**src/rtl/mem_access_stage_pkg.sv**
```systemverilog
// Shared definitions for the MEM stage: memory op encodings, FSM state
// encoding, write-enable constants and op classification helpers.
package mem_access_stage_pkg;

  localparam logic [3:0] MEM_NONE = 4'd0;
  localparam logic [3:0] MEM_LB   = 4'd1;
  localparam logic [3:0] MEM_LH   = 4'd2;
  localparam logic [3:0] MEM_LW   = 4'd3;
  localparam logic [3:0] MEM_LBU  = 4'd4;
  localparam logic [3:0] MEM_LHU  = 4'd5;
  localparam logic [3:0] MEM_SB   = 4'd6;
  localparam logic [3:0] MEM_SH   = 4'd7;
  localparam logic [3:0] MEM_SW   = 4'd8;

  localparam logic [1:0] ST_IDLE = 2'd0;
  localparam logic [1:0] ST_REQ  = 2'd1;
  localparam logic [1:0] ST_WAIT = 2'd2;

  localparam logic WRITE_ENABLE  = 1'b1;
  localparam logic WRITE_DISABLE = 1'b0;
  localparam logic [4:0] NOP_REG_ADDR = 5'd0;

  function automatic logic is_load(input logic [3:0] op);
    return op inside {MEM_LB, MEM_LH, MEM_LW, MEM_LBU, MEM_LHU};
  endfunction

  function automatic logic is_store(input logic [3:0] op);
    return op inside {MEM_SB, MEM_SH, MEM_SW};
  endfunction

  // Halfword accesses need an even address, word accesses a 4-byte aligned one.
  function automatic logic is_misaligned(input logic [3:0] op, input logic [1:0] lane);
    if (op inside {MEM_LH, MEM_LHU, MEM_SH}) return lane[0];
    if (op inside {MEM_LW, MEM_SW})          return lane != 2'b00;
    return 1'b0;
  endfunction

endpackage

```
**src/rtl/mem_load_align.sv**
```systemverilog
// Selects the addressed byte/halfword/word of a read beat and sign- or
// zero-extends it to XLEN; shared with any future cache bypass path.
module mem_load_align
  import mem_access_stage_pkg::*;
#(
  parameter int XLEN = 32
) (
  input  logic [XLEN-1:0] rdata_i,
  input  logic [1:0]      addr_i,
  input  logic [3:0]      op_i,
  output logic [XLEN-1:0] result_o
);

  logic [7:0]  byte_v;
  logic [15:0] half_v;
  logic [31:0] word_v;

  always_comb begin
    byte_v = rdata_i[{addr_i, 3'b000} +: 8];
    half_v = rdata_i[{addr_i[1], 4'b0000} +: 16];
    word_v = rdata_i[31:0];
    case (op_i)
      MEM_LB:  result_o = XLEN'($signed(byte_v));
      MEM_LBU: result_o = XLEN'(byte_v);
      MEM_LH:  result_o = XLEN'($signed(half_v));
      MEM_LHU: result_o = XLEN'(half_v);
      MEM_LW:  result_o = XLEN'($signed(word_v));
      default: result_o = '0;
    endcase
  end

endmodule

```
**src/rtl/mem_access_stage.sv**
```systemverilog
// MEM pipeline stage: runs loads/stores over a req/gnt/rvalid data-memory
// port, stalls EX while an access is outstanding and owns the MEM/WB register.
module mem_access_stage
  import mem_access_stage_pkg::*;
#(
  parameter int XLEN       = 32,
  parameter int ADDR_W     = 32,
  parameter int REG_ADDR_W = 5
) (
  input  logic                  clk,
  input  logic                  rst,
  input  logic                  valid_i,
  input  logic [REG_ADDR_W-1:0] wd_i,
  input  logic                  wreg_i,
  input  logic [XLEN-1:0]       wdata_i,
  input  logic [3:0]            mem_op_i,
  input  logic [ADDR_W-1:0]     mem_addr_i,
  input  logic [XLEN-1:0]       store_data_i,
  output logic                  dm_req_o,
  output logic                  dm_we_o,
  output logic [ADDR_W-1:0]     dm_addr_o,
  output logic [XLEN-1:0]       dm_wdata_o,
  output logic [XLEN/8-1:0]     dm_wstrb_o,
  input  logic                  dm_gnt_i,
  input  logic                  dm_rvalid_i,
  input  logic [XLEN-1:0]       dm_rdata_i,
  output logic                  stall_o,
  output logic                  misalign_o,
  output logic [REG_ADDR_W-1:0] wd_o,
  output logic                  wreg_o,
  output logic [XLEN-1:0]       wdata_o,
  output logic [REG_ADDR_W-1:0] mem_wd_o,
  output logic                  mem_wreg_o,
  output logic [XLEN-1:0]       mem_wdata_o
);

  localparam int NB = XLEN / 8;

  logic [1:0]            state_q, state_d;
  logic [3:0]            op_q, op_d;
  logic [1:0]            lane_q, lane_d;
  logic [ADDR_W-1:0]     addr_q, addr_d;
  logic [REG_ADDR_W-1:0] rd_q, rd_d;
  logic                  rd_we_q, rd_we_d;
  logic [XLEN-1:0]       st_data_q, st_data_d;
  logic [NB-1:0]         st_strb_q, st_strb_d;
  logic [REG_ADDR_W-1:0] wd_q, wd_d;
  logic                  wreg_q, wreg_d;
  logic [XLEN-1:0]       wdata_q, wdata_d;

  logic [ADDR_W-1:0] req_addr;
  logic [XLEN-1:0]   req_data;
  logic [NB-1:0]     req_strb;
  logic [XLEN-1:0]   load_result;
  logic              req, we, stall, misalign, load_done, load_pending;

  mem_load_align #(.XLEN(XLEN)) u_load_align (
    .rdata_i  (dm_rdata_i),
    .addr_i   (lane_q),
    .op_i     (op_q),
    .result_o (load_result)
  );

  // Store data is replicated so every enabled lane already sees its bytes.
  always_comb begin
    req_addr = {mem_addr_i[ADDR_W-1:2], 2'b00};
    req_data = '0;
    req_strb = '0;
    for (int i = 0; i < NB; i++) begin
      case (mem_op_i)
        MEM_SB:  req_data[8*i +: 8] = store_data_i[7:0];
        MEM_SH:  req_data[8*i +: 8] = store_data_i[8*(i%2) +: 8];
        default: req_data[8*i +: 8] = store_data_i[8*(i%4) +: 8];
      endcase
    end
    case (mem_op_i)
      MEM_SB:  req_strb = NB'(1) << mem_addr_i[1:0];
      MEM_SH:  req_strb = NB'(3) << mem_addr_i[1:0];
      MEM_SW:  req_strb = NB'(15);
      default: req_strb = '0;
    endcase
  end

  always_comb begin
    state_d   = state_q;
    op_d      = op_q;
    lane_d    = lane_q;
    addr_d    = addr_q;
    rd_d      = rd_q;
    rd_we_d   = rd_we_q;
    st_data_d = st_data_q;
    st_strb_d = st_strb_q;
    wd_d      = '0;
    wreg_d    = WRITE_DISABLE;
    wdata_d   = '0;
    req       = 1'b0;
    we        = 1'b0;
    stall     = 1'b0;
    misalign  = 1'b0;
    load_done = 1'b0;
    dm_addr_o  = addr_q;
    dm_wdata_o = st_data_q;
    dm_wstrb_o = st_strb_q;
    case (state_q)
      ST_IDLE: begin
        dm_addr_o  = req_addr;
        dm_wdata_o = req_data;
        dm_wstrb_o = req_strb;
        if (valid_i) begin
          if (!(is_load(mem_op_i) || is_store(mem_op_i))) begin
            wd_d    = wd_i;
            wreg_d  = wreg_i;
            wdata_d = wdata_i;
          end else if (is_misaligned(mem_op_i, mem_addr_i[1:0])) begin
            misalign = 1'b1;
          end else begin
            req       = 1'b1;
            we        = is_store(mem_op_i);
            op_d      = mem_op_i;
            lane_d    = mem_addr_i[1:0];
            addr_d    = req_addr;
            rd_d      = wd_i;
            rd_we_d   = wreg_i;
            st_data_d = req_data;
            st_strb_d = req_strb;
            // A store granted in its first cycle finishes without stalling.
            if (!dm_gnt_i) begin
              state_d = ST_REQ;
              stall   = 1'b1;
            end else if (is_load(mem_op_i)) begin
              state_d = ST_WAIT;
              stall   = 1'b1;
            end
          end
        end
      end
      ST_REQ: begin
        req   = 1'b1;
        we    = is_store(op_q);
        stall = 1'b1;
        if (dm_gnt_i) begin
          if (is_store(op_q)) begin
            state_d = ST_IDLE;
            stall   = 1'b0;
          end else begin
            state_d = ST_WAIT;
          end
        end
      end
      ST_WAIT: begin
        stall = 1'b1;
        if (dm_rvalid_i) begin
          state_d   = ST_IDLE;
          stall     = 1'b0;
          load_done = 1'b1;
          wd_d      = rd_q;
          wreg_d    = rd_we_q;
          wdata_d   = load_result;
        end
      end
      default: state_d = ST_IDLE;
    endcase
  end

  // A load must not forward anything until its data actually arrives.
  always_comb begin
    load_pending = (state_q == ST_IDLE) ? (valid_i && is_load(mem_op_i)) : is_load(op_q);
    mem_wd_o    = wd_i;
    mem_wreg_o  = valid_i && wreg_i;
    mem_wdata_o = wdata_i;
    if (load_done) begin
      mem_wd_o    = rd_q;
      mem_wreg_o  = rd_we_q;
      mem_wdata_o = load_result;
    end else if (load_pending) begin
      mem_wreg_o = WRITE_DISABLE;
    end
  end

  assign dm_req_o   = req && rst;
  assign dm_we_o    = we && rst;
  assign stall_o    = stall && rst;
  assign misalign_o = misalign && rst;
  assign wd_o       = wd_q;
  assign wreg_o     = wreg_q;
  assign wdata_o    = wdata_q;

  always_ff @(posedge clk or negedge rst) begin
    if (!rst) begin
      state_q   <= ST_IDLE;
      op_q      <= MEM_NONE;
      lane_q    <= '0;
      addr_q    <= '0;
      rd_q      <= '0;
      rd_we_q   <= 1'b0;
      st_data_q <= '0;
      st_strb_q <= '0;
      wd_q      <= '0;
      wreg_q    <= 1'b0;
      wdata_q   <= '0;
    end else begin
      state_q   <= state_d;
      op_q      <= op_d;
      lane_q    <= lane_d;
      addr_q    <= addr_d;
      rd_q      <= rd_d;
      rd_we_q   <= rd_we_d;
      st_data_q <= st_data_d;
      st_strb_q <= st_strb_d;
      wd_q      <= wd_d;
      wreg_q    <= wreg_d;
      wdata_q   <= wdata_d;
    end
  end

endmodule

```
**config.mk**
```make
export PLATFORM = sky130hd
export DESIGN_NAME = mem_access_stage
export DESIGN_NICKNAME = d
export VERILOG_FILES = /design/src/rtl/mem_access_stage_pkg.sv /design/src/rtl/mem_load_align.sv /design/src/rtl/mem_access_stage.sv
export SDC_FILE = /design/constraint.sdc
export NUM_CORES = 1
export LEC_CHECK = 0
export ABC_AREA = 1
export ABC_CLOCK_PERIOD_IN_PS = 2080
export BUFFER_PORTS_ARGS = -buffer_cell sky130_fd_sc_hd__buf_2
export CAP_MARGIN = 25
export CORE_AREA = 4 4 126 128
export CTS_CLUSTER_SIZE = 14
export DETAILED_ROUTE_END_ITERATION = 10
export DIE_AREA = 0 0 130 132
export HOLD_SLACK_MARGIN = 0.03
export PLACE_DENSITY_LB_ADDON = 0.05
export SLEW_MARGIN = 40
export SYNTH_ARGS = -nofsm -noshare
export SYNTH_HDL_FRONTEND = slang
export SYNTH_HIERARCHICAL = 1
export SYNTH_SLANG_ARGS = --single-unit
```
**constraint.sdc**
```tcl
create_clock -name clk -period 2.08 [get_ports clk]
set_input_delay 0.208 -clock clk [delete_from_list [all_inputs] [get_ports clk]]
set_output_delay 0.208 -clock clk [all_outputs]
set_load 0.1 [all_outputs]
```
Word level (Yosys, flattened, before mapping)

Index checks and enable logic that the tools add are counted.
W data, S select, Z words.

Register bits: 118
Bits of input ports: 143
Output and inout bits: 148
Word-level logic and storage cells: 131

Eq/ne operators: 24
Shifts and indexed selects: 4
Muxes and demuxes: 73
Bitwise operators: 1
Reduce and logical (&&, ||, !) cells: 18

Operators by type and width:

| operator             | count |
|---|---|
| $mux W32             | 6 |
| $pmux W32 S5         | 1 |
| $pmux W32 S2         | 1 |
| $mux W1              | 42 |
| $eq A4 B3 Y1 const B | 8 |
| $shiftx A32 B6 Y16   | 1 |
| $shiftx A32 B6 Y8    | 1 |
| $mux W5              | 4 |
| $eq A4 B2 Y1 const B | 4 |
| $mux W2              | 8 |
| $mux W8              | 2 |
| $pmux W8 S2          | 1 |
| $pmux W4 S3          | 1 |
| $ne A2 B2 Y1 const B | 5 |
| $pmux W5 S2          | 1 |
| $reduce_bool A5 Y1   | 2 |
| $reduce_bool A3 Y1   | 3 |
| $eq A4 B1 Y1 const B | 2 |
| $eq A4 B4 Y1 const B | 2 |
| $logic_and A1 B1 Y1  | 6 |
| $pmux W1 S2          | 3 |
| $pmux W2 S3          | 1 |
| $reduce_and A6 Y1    | 1 |
| $mux W4              | 1 |
| other kinds (12)     | 13 |

Depth between registers and ports, before layout

Gate-level depths: netlist of run 1.

Depth after elaboration: 20
Mapped depth: 12

Cells and area by module

The synthesis of run 1 kept the hierarchy.

By module, submodules not included:

| module           | instances | cells each | area an instance (µm²) | seq. area each (µm²) |
|---|---|---|---|---|
| mem_access_stage | 1         | 855        | 6212.2                 | 2952.8 |
| mem_load_align   | 1         | 194        | 860.8                  | 0.0 |

Worst setup path before layout of run 1

No wires, ideal clock.

Kind: register to output
Start point: register state_q[1]
End point: output misalign_o
Arrival: 3821 ps
Setup slack: -1949 ps
Stages on the path, launching flop included: 5
Cell sequence: dfrtp_1 nor2_2 inv_1 clkbuf_1 nor4_1

Longest elaborated chain between the ends: 3

Ends and longest elaborated chain:

| item                   | RTL line                | text |
|---|---|---|
| start, declared        | mem_access_stage.sv:39  | `logic [1:0] state_q, state_d;` |
| start signal, assigned | mem_access_stage.sv:202 | `state_q <= state_d;` |
| $logic_not A2 Y1       | mem_access_stage.sv:104 | `case (state_q)` |
| $mux W1                | mem_access_stage.sv:104 |  |
| $logic_and A1 B1 Y1    | mem_access_stage.sv:183 | `assign misalign_o = misalign && rst;` |
| end, declared          | mem_access_stage.sv:28  | `output logic misalign_o,` |

No other way between the ends.

Worst setup path in the final report of run 1

Start point: register lane_q[1]
End point: output mem_wdata_o[29]

Longest elaborated chain between the ends: 3

Ends and longest elaborated chain:

| item                                                    | RTL line                                   | text |
|---|---|---|
| start, declared                                         | mem_access_stage.sv:41                     | `logic [1:0] lane_q, lane_d;` |
| start signal, assigned                                  | mem_access_stage.sv:204                    | `lane_q <= lane_d;` |
| $shiftx A32 B6 Y16 or $shiftx A32 B6 Y8 (tied branches) | mem_load_align.sv:20, mem_load_align.sv:19 |  |
| $pmux W32 S5 (*)                                        | mem_load_align.sv:22                       | `case (op_i)` |
| net load_result[29]                                     | mem_access_stage.sv:54                     | `logic [XLEN-1:0] load_result;` |
| $mux W32 (*)                                            | mem_access_stage.sv:171                    | `if (load_done) begin` |
| end, declared                                           | mem_access_stage.sv:34                     | `output logic [XLEN-1:0] mem_wdata_o` |

Mark *: on every way through the listed nets, which the timed path passes. The rest lies on a longest branch.

==> results of run 1 <==
-- repair_timing --
action	in CTS	in global routing
pin swaps	33	17
resized for setup	110	77
endpoints found under the setup margin	48	80
endpoints found under the hold margin	119	0
hold buffers	2	0
setup buffers	9	3
cloned	3	7
-- metrics by stage --
stage	hold WS (ns)	util [%]	total power [uW]	worst slack, ns
floorplan	-0.08759	-	14150	-0.5225
global placement	0.4377	74.92	19030	0.1870
detailed placement	0.4311	74.92	19230	0.1514
CTS	0.03061	81.84	22860	-0.05209
global route	0.04306	85.22	24640	-0.1991
finish	0.02957	85.22	23760	-0.1280
-- cell families (layout without fill, tap and decap cells) --
| kind of cell | Yosys count | count (layout) | share of synthesized area [%] |
|---|---|---|---|
| AOI/OAI and AO/OA | 283 | 283 | 20.84 |
| buffers and inverters | 217 | 531 | 12.95 |
| DFF | 118 | 118 | 41.75 |
| other | 1 | 4 | 0.05302 |
| and+or+nand+nor | 430 | 430 | 24.41 |
-- layout make-up --
cell class / instances / area (sq um) / area share, %
Multi-Input combinational cell: 715 / 4434 / 35.01
Timing Repair Buffer: 341 / 3825 / 30.20
Sequential cell: 118 / 2962 / 23.38
Inverter: 158 / 613.1 / 4.840
Clock buffer: 23 / 467.9 / 3.694
Tap cell: 188 / 235.2 / 1.857
Clock inverter: 9 / 125.1 / 0.9878
Antenna cell: 2 / 5.005 / 0.03951
-- critical path: stages, from the launching register on --
cell,delay (ns)
dfrtp_2,0.45
nand2_1,0.14
nand2_4,0.08
and2_4,0.19
buf_16,0.14
a21oi_2,0.14
nand2_2,0.09
nand2_1,0.10
o21ai_2,0.08
buf_12,0.17
-- state kept, by name (all words and copies together), names as in the netlist --
name,flops
state_q,2
op_q,4
lane_q,2
rd_q,5
wd_o,5
st_data_q,32
rd_we_q,1
wdata_o,32
wreg_o,1
addr_q,30
st_strb_q,4
-- worst max-delay path by stage --
| stage | slack [ns] | from | cells past startpoint | to |
|---|---|---|---|---|
| after floorplan | -0.52 | state_q[0] | 5 | mem_wd_o[0] |
| after global placement | 0.19 | op_q[1] | 6 | stall_o |
| after detailed placement | 0.15 | op_q[1] | 6 | stall_o |
| after CTS | -0.05 | lane_q[1] | 9 | mem_wdata_o[26] |
| after global routing | -0.20 | state_q[1] | 7 | mem_wdata_o[30] |
| final | -0.13 | lane_q[1] | 9 | mem_wdata_o[29] |
-- power by group through the flow --
stage	Sequential [uW]	Clock, uW	Combinational (uW)
floorplan	4580	0	9580
global placement	3600	0	15400
detailed placement	3640	0	15600
CTS	3630	3000	16200
global route	3780	3090	17800
finish	3670	2980	17100
-- metal layers --
layer | GRT usage, % | vias up | routed length (um)
met5 | 0 | - | 13
met4 | 11.14 | 2 | 971
met3 | 7.050 | 97 | 2356
met2 | 46.02 | 441 | 13110
met1 | 35.72 | 3942 | 10270
li1 | - | 3942 | -
-- cells in the final DEF (no fill, tap or decap), types with 35 or more instances in the layout --
master / synthesis / final
nand2_1: 337 / 291
buf_2: 9 / 179
inv_1: 151 / 127
buf_12: 0 / 117
dfrtp_1: 118 / 111
o21ai_0: 176 / 71
o21ai_1: 62 / 68
o21ai_4: 0 / 66
nand2_2: 1 / 38
nand3_1: 45 / 35
-- Yosys cell counts, drive strengths merged --
library cell | count | area (sq um)
clkbuf | 31 | 116.4
nor2 | 40 | 167.7
dfrtp | 118 | 2953
nand3 | 48 | 262.8
nand2 | 338 | 1271
a21oi | 34 | 207.7
conb | 1 | 3.750
o22ai | 5 | 31.28
o21ai | 238 | 1191
clkinv | 2 | 7.510
nand4 | 1 | 6.260
inv | 156 | 585.6
or2 | 1 | 6.260
and2 | 1 | 6.260
a31oi | 1 | 6.260
buf | 28 | 206.5
o211ai | 5 | 37.54
nor4 | 1 | 6.260
==> flow_metrics.env, run 1 <==
export IMPL_status="finished with violations"
export IMPL_violations="negative setup slack"
export IMPL_p_leak_uw=0.006411
export IMPL_cts_tree="built"
export IMPL_antenna_left=0
export IMPL_cts_sinks=118
export IMPL_grt_start_max_net_pins=119
export IMPL_clkPwrFrac_pct=12.5
export IMPL_p_seq_share_pct=15.5
export IMPL_timing_rr_end="st_data_q[4]"
export IMPL_reg2reg_depth=8
export IMPL_gr_total_overflow=0
export IMPL_cp_max_fo=8
export IMPL_clock_path_buffers=2
export IMPL_combPwrFrac_pct=72.0
export IMPL_htreeDepth=4
export IMPL_fin_crit_sh_pct=106.2
export IMPL_fin_crit_ns=2.208
export IMPL_synth_warnings=6
export IMPL_worstReg2RegStart="state_q[0]"
export IMPL_finalWeightedCongestion=0.9348
export IMPL_vdd_ir_drop_max_mv=1.374
export IMPL_dp_hpwl_um=17370
export IMPL_critical_path_class="reg2out"
export IMPL_clock_latency_ns=0.42
export IMPL_row_count=45
export IMPL_finalSetupTns_ns=-3.107
export IMPL_drive_gt1_share_pct=43.99
export IMPL_setup_violations=35
export IMPL_syn_area_sq_mm=0.007073
export IMPL_worstPathRequired_ns=1.87
export IMPL_fin_nets=1494
export IMPL_postLayoutCellArea_sq_mm=0.01267
export IMPL_root_buffer="clkbuf_16"
export IMPL_die_w_um=130
export IMPL_first_pass_iters=7
export IMPL_syn_inst=1049
export IMPL_post_dp_cell_area_sq_mm=0.01114
export IMPL_drt_iter0_markers=716
export IMPL_finalClockSkew_ns=0.009418
export IMPL_grt_pass1_wl_um=38870
export IMPL_crit_path_end_kind="output pin"
export IMPL_instances_no_fill=1554
export IMPL_whs_path_depth=2
export IMPL_power_density_mw_per_mm2=1875
export IMPL_seq_area_frac_synth_pct=41.75
export IMPL_numCtsBuffers=17
export IMPL_switching_share_pct=55.24
export IMPL_switchingPower_uw=13120
export IMPL_start_kind="flip-flop"
export IMPL_rsz0062_at_grt="yes"
export IMPL_antenna_found_initial=3
export IMPL_postSynthAreaPerCell_sq_um=6.743
export IMPL_fillers=886
export IMPL_holdPathEnd="state_q[0]"
export IMPL_die_area_sq_mm=0.01716
export IMPL_hp_class="in2reg"
export IMPL_port_buffers=288
export IMPL_cp_data_arrival_time_ns=2.00
export IMPL_internal_power_uw=10630
export IMPL_vias=8424
export IMPL_die_h_um=132
export IMPL_ys_seq_elements=118
export IMPL_setup_ws_ns=-0.1280
export IMPL_initial_core_util_pct=47.58
export IMPL_syn_to_final_growth_pct=79.09
export IMPL_io_pins=291
export IMPL_max_slew_worst_pin_slew_ns=0.6743
export IMPL_clkTransAtPathRegs_ns=0.06
export IMPL_min_from="dm_gnt_i"
export IMPL_finalHoldViolCount=0
export IMPL_drt_wl_total_um=26720
export IMPL_wl_per_cell_um=17.20
export IMPL_max_freq_mhz=452.9
export IMPL_ys_types=29
export IMPL_dpl_cell_count=1497
export IMPL_vias_per_cell=5.421
export IMPL_reg2reg_slack_ns=0.31
export IMPL_core_sq_mm=0.01486
export IMPL_gr_usage_all_layers_pct=28.18
export IMPL_drv_slew=0
export IMPL_max_slew_margin_pct=55.05
export IMPL_grt_pass1_vias=7918
export IMPL_cap_violations=0
export IMPL_drc=0
(Power assumes the default switching activity.)
==> inputs of run 2 (changes only) <==
--- a/config.mk
+++ b/config.mk
@@ -8,3 +8,3 @@
 export ABC_AREA = 1
-export ABC_CLOCK_PERIOD_IN_PS = 2080
+export ABC_CLOCK_PERIOD_IN_PS = 2260
 export BUFFER_PORTS_ARGS = -buffer_cell sky130_fd_sc_hd__buf_2
==> constraint.sdc (replaced) <==
create_clock -name clk -period 2.26 [get_ports clk]
set_input_delay 0.452 -clock clk [delete_from_list [all_inputs] [get_ports clk]]
set_output_delay 0.452 -clock clk [all_outputs]
set_load 0.1 [all_outputs]
==> run 2 against run 1 <==
Against the previous run:
- the flow finishes with violations (design-rule violations, negative setup slack)
- clock skew grew 0.0013 ns
- core utilization grew 9.8 points
- cell count grew 3.2%
- worst hold slack gained 0.14 ns
- non-clock buffer count grew 45
- wire length grew 54%
- sequential share of layout area shrank 2.4 points
- clock power is essentially flat
- total power grew 6.4%
- global-route usage grew 9.0 points
- flip-flop and latch count is the same
- first-iteration DRC count grew 130%
- critical endpoint is now mem_wreg_o
- largest cell class unchanged
==> flow_metrics.env, run 2 (same netlist as run 1, synthesis figures left out) <==
export IMPL_status="finished with violations"
export IMPL_violations="design-rule violations, negative setup slack"
export IMPL_rsz0062_at_grt="yes"
export IMPL_internal_power_uw=11250
export IMPL_die_area_sq_mm=0.01716
export IMPL_cap_violations=0
export IMPL_drt_iter0_markers=1666
export IMPL_initial_core_util_pct=47.58
export IMPL_vias=10290
export IMPL_cts_tree="built"
export IMPL_critical_path_class="reg2out"
export IMPL_die_w_um=130
export IMPL_drive_gt1_share_pct=52.02
export IMPL_p_seq_share_pct=14.7
export IMPL_setup_ws_ns=-0.3806
export IMPL_max_slew_margin_pct=51.36
export IMPL_drc=1
export IMPL_hp_class="in2async"
export IMPL_cts_sinks=118
export IMPL_max_freq_mhz=378.7
export IMPL_gr_usage_all_layers_pct=37.23
export IMPL_root_buffer="clkbuf_16"
export IMPL_finalClockSkew_ns=0.01068
export IMPL_finalWeightedCongestion=0.9525
export IMPL_total_power_uw=25280
export IMPL_drv_slew=0
export IMPL_setup_violations=108
export IMPL_clkTransAtPathRegs_ns=0.06
export IMPL_die_h_um=132
export IMPL_fin_crit_sh_pct=116.8
export IMPL_fillers=391
export IMPL_cp_max_fo=6
export IMPL_cp_data_arrival_time_ns=2.19
export IMPL_wl_per_cell_um=25.67
export IMPL_first_pass_iters=11
export IMPL_switchingPower_uw=14030
export IMPL_dp_hpwl_um=17530
export IMPL_hold_buffers=0
export IMPL_fin_crit_ns=2.641
export IMPL_syn_to_final_growth_pct=99.75
export IMPL_fin_nets=1542
export IMPL_power_density_mw_per_mm2=1790
export IMPL_gr_total_overflow=0
export IMPL_grt_start_max_net_pins=75
export IMPL_p_leak_uw=0.007186
export IMPL_clock_path_buffers=2
export IMPL_grt_pass1_wl_um=50200
export IMPL_dpl_cell_count=1499
export IMPL_drt_wl_total_um=41150
export IMPL_combPwrFrac_pct=73.5
export IMPL_instances_no_fill=1603
export IMPL_port_buffers=288
export IMPL_io_pins=291
export IMPL_antenna_left=0
export IMPL_mostFrequentLayoutCell="nand2_1"
export IMPL_whs_ns=0.1681
export IMPL_start_kind="flip-flop"
export IMPL_vdd_ir_drop_max_mv=1.528
export IMPL_vias_per_cell=6.421
export IMPL_layout_cells_most_common_list="nand2_1, buf_2, inv_1, buf_12, dfrtp_1"
export IMPL_worstPathRequired_ns=1.81
export IMPL_antenna_found_initial=4
export IMPL_clock_latency_ns=0.43
export IMPL_row_count=45
export IMPL_htreeDepth=4
export IMPL_numCtsBuffers=17
export IMPL_clkPwrFrac_pct=11.8
export IMPL_grt_pass1_vias=9374
export IMPL_finalSetupTns_ns=-22.57
export IMPL_switching_share_pct=55.50
export IMPL_finalHoldViolCount=0
export IMPL_core_sq_mm=0.01486
export IMPL_crit_path_end_kind="output pin"
export IMPL_max_slew_worst_pin_slew_ns=0.7296
export IMPL_pre_cts_slack_ns=-0.1027
==> run 2: stage by stage <==
stage	util (%)	cell area, sq um
floorplan	-	8038
global placement	76.37	11350
detailed placement	76.40	11360
CTS	90.84	13500
global route	95.05	14130
finish	95.05	14130
==> run 2: final cells by class <==
type                            instances  area (sq um)  area share [%]
Multi-Input combinational cell        715          5112           36.18
Timing Repair Buffer                  386          4491           31.78
Sequential cell                       118          2960           20.95
Inverter                              158         651.9           4.614
Clock buffer                           22         484.2           3.427
Tap cell                              188         235.2           1.665
Clock inverter                          9         147.6           1.045
Timing Repair inverter                  3         36.28          0.2568
Antenna cell                            4         10.01         0.07085
==> run 2: power by group through the flow <==
stage / clock network (uW) / registers (uW) / logic, uW
3_5_place_dp: 0 / 3350 / 14600
5_1_grt: 3060 / 3740 / 19000
2_1_floorplan: 0 / 4210 / 9090
3_3_place_gp: 0 / 3310 / 14500
6_report: 2980 / 3710 / 18600
4_1_cts: 2920 / 3450 / 17100
==> run 2: worst max-delay path, cell delays in order (launching register included) <==
cell and delay (ns):
dfrtp_1 0.44, nor2_4 0.22, buf_4 0.15, buf_6 0.10, buf_6 0.13, nor2_1 0.07, o21ai_0 0.08, nand4_1 0.21
o21ai_2 0.14, buf_12 0.20
==> run 2: layer usage <==
metal | vias up | GRT usage (%) | wire length [um]
met3 | 378 | 8.428 | 4975
met4 | 0 | 18.30 | 3845
li1 | 4046 | - | -
met1 | 4797 | 44.05 | 12840
met5 | - | 0 | 0
met2 | 1072 | 63.09 | 19490
==> run 2: path summary, 6_finish.rpt <==
path | startpoint | to | slack, ns | cells past startpoint
hold / removal | rst | rd_q[2] | 0.17 | 2
setup reg to reg | state_q[1] | wd_o[4] | 0.05 | 8
min in group clk | wdata_i[6] | wdata_o[6] | 0.28 | 3
hold reg to reg | addr_q[25] | addr_q[25] | 0.50 | 2
setup / recovery | state_q[1] | mem_wreg_o | -0.38 | 9
max in group asynchronous | rst | op_q[2] | 1.52 | 2
==> run 2: what timing repair did <==
item                                    4_1_cts  5_1_grt
gates cloned                                 21        3
hold endpoints to repair                      0        0
pin swaps                                    70       58
setup buffers                                34       12
endpoints found under the setup margin       96      107
resized for setup                           239      118
